--- src/rtl/pipe_addsub.sv ---
// Pipelined signed adder/subtractor: 4-bit CLA groups with rippled group carries,
// carry chain split over STAGES registered slices. Define PIPE_ADDSUB_SAT_EN to enable saturation.
module pipe_addsub #(
    parameter int unsigned WIDTH  = 16,
    parameter int unsigned STAGES = 2
) (
    input  logic             clk,
    input  logic             rst,
    input  logic             in_valid,
    output logic             in_ready,
    input  logic [WIDTH-1:0] A,
    input  logic [WIDTH-1:0] B,
    input  logic             sub,
    input  logic             sat,
    output logic             out_valid,
    input  logic             out_ready,
    output logic [WIDTH-1:0] Sum,
    output logic             Error,
    output logic             Zero
);
    localparam int unsigned SLICE  = WIDTH / STAGES;
    localparam int unsigned GROUPS = SLICE / 4;
    localparam int unsigned LAST   = STAGES - 1;
    localparam logic [WIDTH-1:0] SAT_MAX = {1'b0, {(WIDTH-1){1'b1}}};
    localparam logic [WIDTH-1:0] SAT_MIN = {1'b1, {(WIDTH-1){1'b0}}};

    // One slice of the adder: carry-lookahead inside each 4-bit group, ripple between groups.
    function automatic logic [SLICE:0] slice_add(input logic [SLICE-1:0] a,
                                                 input logic [SLICE-1:0] b,
                                                 input logic             cin);
        logic [SLICE:0] r;
        logic [3:0]     g;
        logic [3:0]     p;
        logic [4:0]     cc;
        logic           c;
        r = '0;
        c = cin;
        for (int unsigned k = 0; k < GROUPS; k++) begin
            g     = a[4*k +: 4] & b[4*k +: 4];
            p     = a[4*k +: 4] ^ b[4*k +: 4];
            cc[0] = c;
            cc[1] = g[0] | (p[0] & cc[0]);
            cc[2] = g[1] | (p[1] & g[0]) | (p[1] & p[0] & cc[0]);
            cc[3] = g[2] | (p[2] & g[1]) | (p[2] & p[1] & g[0]) | (p[2] & p[1] & p[0] & cc[0]);
            cc[4] = g[3] | (p[3] & g[2]) | (p[3] & p[2] & g[1]) | (p[3] & p[2] & p[1] & g[0])
                  | (p[3] & p[2] & p[1] & p[0] & cc[0]);
            r[4*k +: 4] = p ^ cc[3:0];
            c = cc[4];
        end
        r[SLICE] = c;
        return r;
    endfunction

    // Stage registers: entry s holds the beat after slice s has been summed.
    logic             v_q   [STAGES];
    logic             sub_q [STAGES];
    logic             sat_q [STAGES];
    logic             c_q   [STAGES];
    logic [WIDTH-1:0] a_q   [STAGES];
    logic [WIDTH-1:0] b_q   [STAGES];
    logic [WIDTH-1:0] s_q   [STAGES];
    logic             err_q;
    logic             zero_q;

    // Stage inputs and combinational results.
    logic             v_i   [STAGES];
    logic             sub_i [STAGES];
    logic             sat_i [STAGES];
    logic             c_i   [STAGES];
    logic [WIDTH-1:0] a_i   [STAGES];
    logic [WIDTH-1:0] b_i   [STAGES];
    logic [WIDTH-1:0] s_i   [STAGES];
    logic             nxt_c [STAGES];
    logic [WIDTH-1:0] nxt_s [STAGES];

    logic             stall;
    logic [WIDTH-1:0] raw;
    logic [WIDTH-1:0] fin_sum;
    logic             a_msb;
    logic             b_msb;
    logic             ovf;
    logic             unused;

    for (genvar s = 0; s < STAGES; s++) begin : g_stage
        logic [SLICE:0] res;
        if (s == 0) begin : g_head
            assign v_i[s]   = in_valid;
            assign sub_i[s] = sub;
            assign sat_i[s] = sat;
            assign c_i[s]   = sub;
            assign a_i[s]   = A;
            assign b_i[s]   = B ^ {WIDTH{sub}};
            assign s_i[s]   = '0;
        end else begin : g_body
            assign v_i[s]   = v_q[s-1];
            assign sub_i[s] = sub_q[s-1];
            assign sat_i[s] = sat_q[s-1];
            assign c_i[s]   = c_q[s-1];
            assign a_i[s]   = a_q[s-1];
            assign b_i[s]   = b_q[s-1];
            assign s_i[s]   = s_q[s-1];
        end
        assign res      = slice_add(a_i[s][s*SLICE +: SLICE], b_i[s][s*SLICE +: SLICE], c_i[s]);
        assign nxt_c[s] = res[SLICE];
        assign nxt_s[s] = s_i[s] | (WIDTH'(res[SLICE-1:0]) << (s * SLICE));
    end

    // Overflow judged on the wrapped result; bubbles never report an error.
    assign raw   = nxt_s[LAST];
    assign a_msb = a_i[LAST][WIDTH-1];
    assign b_msb = b_i[LAST][WIDTH-1];
    assign ovf   = (a_msb == b_msb) && (raw[WIDTH-1] != a_msb);

`ifdef PIPE_ADDSUB_SAT_EN
    assign fin_sum = (sat_i[LAST] && ovf) ? (a_msb ? SAT_MIN : SAT_MAX) : raw;
`else
    assign fin_sum = raw;
`endif

    assign stall     = v_q[LAST] & ~out_ready;
    assign in_ready  = ~stall;
    assign out_valid = v_q[LAST];
    assign Sum       = s_q[LAST];
    assign Error     = err_q;
    assign Zero      = zero_q;

    always_ff @(posedge clk) begin
        if (rst) begin
            for (int unsigned k = 0; k < STAGES; k++) begin
                v_q[k]   <= 1'b0;
                sub_q[k] <= 1'b0;
                sat_q[k] <= 1'b0;
                c_q[k]   <= 1'b0;
                a_q[k]   <= '0;
                b_q[k]   <= '0;
                s_q[k]   <= '0;
            end
            err_q  <= 1'b0;
            zero_q <= 1'b0;
        end else if (!stall) begin
            for (int unsigned k = 0; k < STAGES; k++) begin
                v_q[k]   <= v_i[k];
                sub_q[k] <= sub_i[k];
                sat_q[k] <= sat_i[k];
                c_q[k]   <= nxt_c[k];
                a_q[k]   <= a_i[k];
                b_q[k]   <= b_i[k];
                s_q[k]   <= (k == LAST) ? fin_sum : nxt_s[k];
            end
            err_q  <= ovf & v_i[LAST];
            zero_q <= (fin_sum == '0);
        end
    end

    // Last-stage operand/carry copies are never consumed; synthesis trims them.
    assign unused = ^{a_q[LAST], b_q[LAST], c_q[LAST], sub_q[LAST], sat_q[LAST], sat_i[LAST]};

endmodule

--- config.mk ---
export PLATFORM = sky130hd
export DESIGN_NAME = pipe_addsub
export DESIGN_NICKNAME = d
export VERILOG_FILES = /design/src/rtl/pipe_addsub.sv
export SDC_FILE = /design/constraint.sdc
export NUM_CORES = 1
export LEC_CHECK = 0
export BUFFER_PORTS_ARGS = -buffer_cell sky130_fd_sc_hd__buf_2
export CAP_MARGIN = 20
export CORE_MARGIN = 2
export CORE_UTILIZATION = 55
export DETAILED_ROUTE_END_ITERATION = 8
export PLACE_DENSITY_LB_ADDON = 0.3
export SETUP_SLACK_MARGIN = 0.02
export SKIP_CTS_REPAIR_TIMING = 1
export SLEW_MARGIN = 20
export SYNTH_ARGS = -nofsm -noshare
export SYNTH_HDL_FRONTEND = slang
export SYNTH_SLANG_ARGS = --single-unit
--- constraint.sdc ---
create_clock -name clk -period 8.4 [get_ports clk]
set_input_delay 1.68 -clock clk [delete_from_list [all_inputs] [get_ports clk]]
set_output_delay 1.68 -clock clk [all_outputs]
set_load 0.1 [all_outputs]
Word level (Yosys, flattened, before mapping) --
Memory sizes are Yosys's and may differ from the RTL's. Cells that the tools add are included.
Operators by class: reduce and logical (&&, ||, !) cells 2, mux-type cells 15, equality and inequality tests 2, bitwise logic cells 132
Operators by type and width (count):
- 16-bit 2-to-1 mux | 6
- 1-bit AND | 66
- 1-bit bitwise OR | 50
- 4-bit bitwise XOR | 8
- 4-bit AND | 4
- 16-bit logical NOT | 1
- 16-bit bitwise OR | 1
- 16-bit bitwise XOR | 1
- 1-bit 2-to-1 mux | 9
- 1-bit NOT | 2
- 1-bit == test | 1
- 1-bit logical AND | 1
- 1-bit inequality test | 1
Storage, ports and cells: RAM bits 100, logic and storage cells 158, flip-flop bits (word level) 2, memories kept 5
Memory list:
- a_q | words 2, bits a word 16, read ports 1, clocked after memory_dff 0, write ports 2, RTL line 59 | logic [WIDTH-1:0] a_q [STAGES];
- b_q | words 2, bits a word 16, read ports 1, clocked after memory_dff 0, write ports 2, RTL line 60 | logic [WIDTH-1:0] b_q [STAGES];
- s_q | words 2, bits a word 16, read ports 2, clocked after memory_dff 0, write ports 2, RTL line 61 | logic [WIDTH-1:0] s_q [STAGES];
- c_q | words 2, bits a word 1, read ports 1, clocked after memory_dff 0, write ports 2, RTL line 58 | logic c_q [STAGES];
- v_q | words 2, bits a word 1, read ports 2, clocked after memory_dff 0, write ports 2, RTL line 55 | logic v_q [STAGES];

Depth between registers and ports, before layout --
An unclocked memory read counts as a cell.
depth after elaboration 14, depth in mapped cells 11

Least setup slack after synthesis --
Ideal clock, no wire load.
kind in2out, start input port out_ready, end output port in_ready, buffers on the path 0, arrival 2477 ps, setup slack 4243 ps, cell stages on the path 1, cell sequence nand2b_1
Between the ends: word-level cells in the longest chain between the ends 3
Ends and longest elaborated chain:
- start, declared | RTL line 16 | input logic out_ready,
- 1-bit NOT | RTL line 120 | assign stall = v_q[LAST] & ~out_ready;
- 1-bit AND | RTL line 120
- 1-bit NOT | RTL line 121 | assign in_ready = ~stall;
- end, declared | RTL line 10 | output logic in_ready,
No other way between the ends.

Worst setup path in the final report --
Ends and elaborated chain as after synthesis.

==> summary.txt <==
GRT overflow = 0
Clk_lat worst skew = 290 ps
Cell Area, Synth = 0.00244 mm²
CTS H-tree lvls = 2
R2R Setup Slk = 5820 ps
Compound-Gate Fraction of Synth Area = 0.0724
Pre-CTS setup slack = 4280 ps
Main combinational cell family by area after synthesis = simple AND/OR/NAND/NOR gates
Mapped Nets = 258
Crit end category = output pin
Post-synth EDFFs = 43
Total die area = 0.00498 mm²
Synth Area in XOR/XNOR = 0.101
# DRC = 0
Status = finished clean
Sequential cell area fraction in the yosys report = 0.546
Post-DP HPWL = 3.02 mm
Number of global-route vias before repair = 1578
DR vias/cell = 5.10
Skew final = 7.14 ps
Async SR Flop Fraction = 0
Syn_area_per_cell = 12.1 µm²
Number of max-cap violations = 0
GR Util All Layers = 0.170
Cell chosen for the clock root = clkbuf_8
Unrepaired setup endpoints after global routing = false
Critical path launch point type = input port
Mapped Cells = 202
WL final = 3.97 mm
Setup WS post-layout = 4380 ps
Synth cell count leaders = 43 x edfxtp_1, 28 x nor2_1, 20 x and2_1
Clock transition at path regs = 80 ps
Syn-to-layout area delta = 16.8%
R2R cell count = 10
Starting Density = 0.563
Largest net degree at the start of global routing = 32
Worst Tran Pin Value = 890 ps
Pwr dens = 214 mW/mm²
CP Max Fanout = 4
Core area = 0.00432 mm²
Hold Crit Class = reg -> reg
CTS sink cnt = 45
WP data required = 6720 ps
Multiplexer share of the synthesized area = 0.00822
Post-layout net count = 315
Cell variety after synth = 37
First-pass GRT wire length = 6.60 mm
DRT iter0 DRCs = 138
Chip Width = 70.6 µm
Synth warn = 0
Final Non-Filler Cells = 312
Finish-stage setup viols = 0
Period minus WS final = 4020 ps
Most frequent cell after synthesis = edfxtp_1
Antenna Cells = 0
I/O Pins = 58
Final Max Tran Viols = 0
Flops & latches, synth = 45
R2R Path Start = a_q[0][10]
Cell Rows = 24
CP Capture Point = in_ready
Placed Cells = 304
Antenna viol nets, final = 0
Num CTS Buffers = 5
Reg-to-reg endpoint = Zero
Largest cells by area after synthesis = edfxtp_1 53%, ha_1 7.7%, xor2_1 5.4%, and2_1 5.1%, xnor2_1 4.7%
PortBufs = 56
CTS tree = done
Height of the die = 70.6 µm
Max Freq = 249 MHz
Yosys top cell by area = edfxtp_1
Final Hold Viols = 0
Longest Clk Path Bufs = 2
Routability cong. = 0.758
Simple-Gate Fraction of Synth Area = 0.149
Max_slew headroom = 0.407
Fin Setup TNS = 0 ps
VDD IR-drop max = 0.0769 mV
Post-synth top area share = 0.530
CP Data Arrival Time = 2340 ps
Fill count = 342
Share of cells above drive strength 1 = 0.262
Wirelength per Cell = 12.7 µm
Antenna violations before repair = 0
Crit path kind = in -> out
DRT Pass-1 Iters = 4
DR vias = 1591
Crit path from = out_ready
Adder and majority gate portion of the synthesized area = 0.102
Period utilization = 0.478
Leak pwr = 1.31 nW
Top_reg_cell synth = edfxtp_1
## cells in the final DEF (no fill, tap or decap), drive strengths merged, types with 3 or more instances in the layout
master / instances
buf: 57
edfxtp: 43
nor2: 28
and2: 20
xor2: 15
ha: 15
xnor2: 13
clkbuf: 7
inv: 6
a21o: 6
a21oi: 6
nand3: 5
o21ai: 5
nor3: 4
nand2: 3
fa: 3
## logic make-up after synthesis
logic type,count (synthesis)
AO/OA/AOI/OAI,25
XOR/XNOR,28
adder cells (fa/ha/maj),18
buffers and inverters,13
flip-flops,45
multiplexers,2
AND/OR/NAND/NOR,71
## flip-flops by register name, indices dropped and copies added (netlist names)
signal,count
a_q,8
b_q,8
Zero,1
s_q,24
Error,1
c_q,1
v_q,2
## worst min path at each step
stage | start | end | slack [ps] | depth (start not counted)
after floorplan | s_q[0][5] | s_q[0][21] | 510 | 1
after global placement | Zero | Zero | 440 | 2
after detailed placement | Zero | Zero | 460 | 2
after CTS | Zero | Zero | 470 | 2
after global routing | Error | Error | 510 | 2
final | Zero | Zero | 460 | 2
## routing by layer
layer / up-vias / GRT usage / routed length (µm)
met2: 51 / 0.296 / 1960
met3: 5 / 0.0328 / 192
li1: 821 / - / -
met4: 0 / 0.0734 / 59
met5: - / 0 / 0
met1: 714 / 0.208 / 1750
## report_power, final
part           internal, W  switching [W]  total, W
Combinational    0.0000564       0.000143  0.000199
Sequential        0.000277     0.00000953  0.000286
Clock            0.0000588      0.0000662  0.000125
Total             0.000392       0.000218  0.000610
## per-stage QoR
stage	area, µm²	power (W)	hold slack (ps)	util
after floorplan	2440	0.000455	514	-
after detailed placement	2760	0.000491	457	0.638
after CTS	2840	0.000614	468	0.658
final	2850	0.000610	462	0.658
after global placement	2760	0.000486	444	0.638
after global routing	2850	0.000640	507	0.658
## layout make-up
class	count	area, µm²	share of cell area
inverter	6	22.5	0.00791
multi-input combinational	144	1060	0.371
tap	52	65.1	0.0229
timing repair buffer	57	288	0.101
clock inverter	1	7.51	0.00264
sequential	45	1330	0.468
clock buffer	7	76.3	0.0268
## critical path: stages
cell and delay, ps:
buf_2 70, nand2b_1 140, buf_2 440
(Power assumes the default switching activity.)
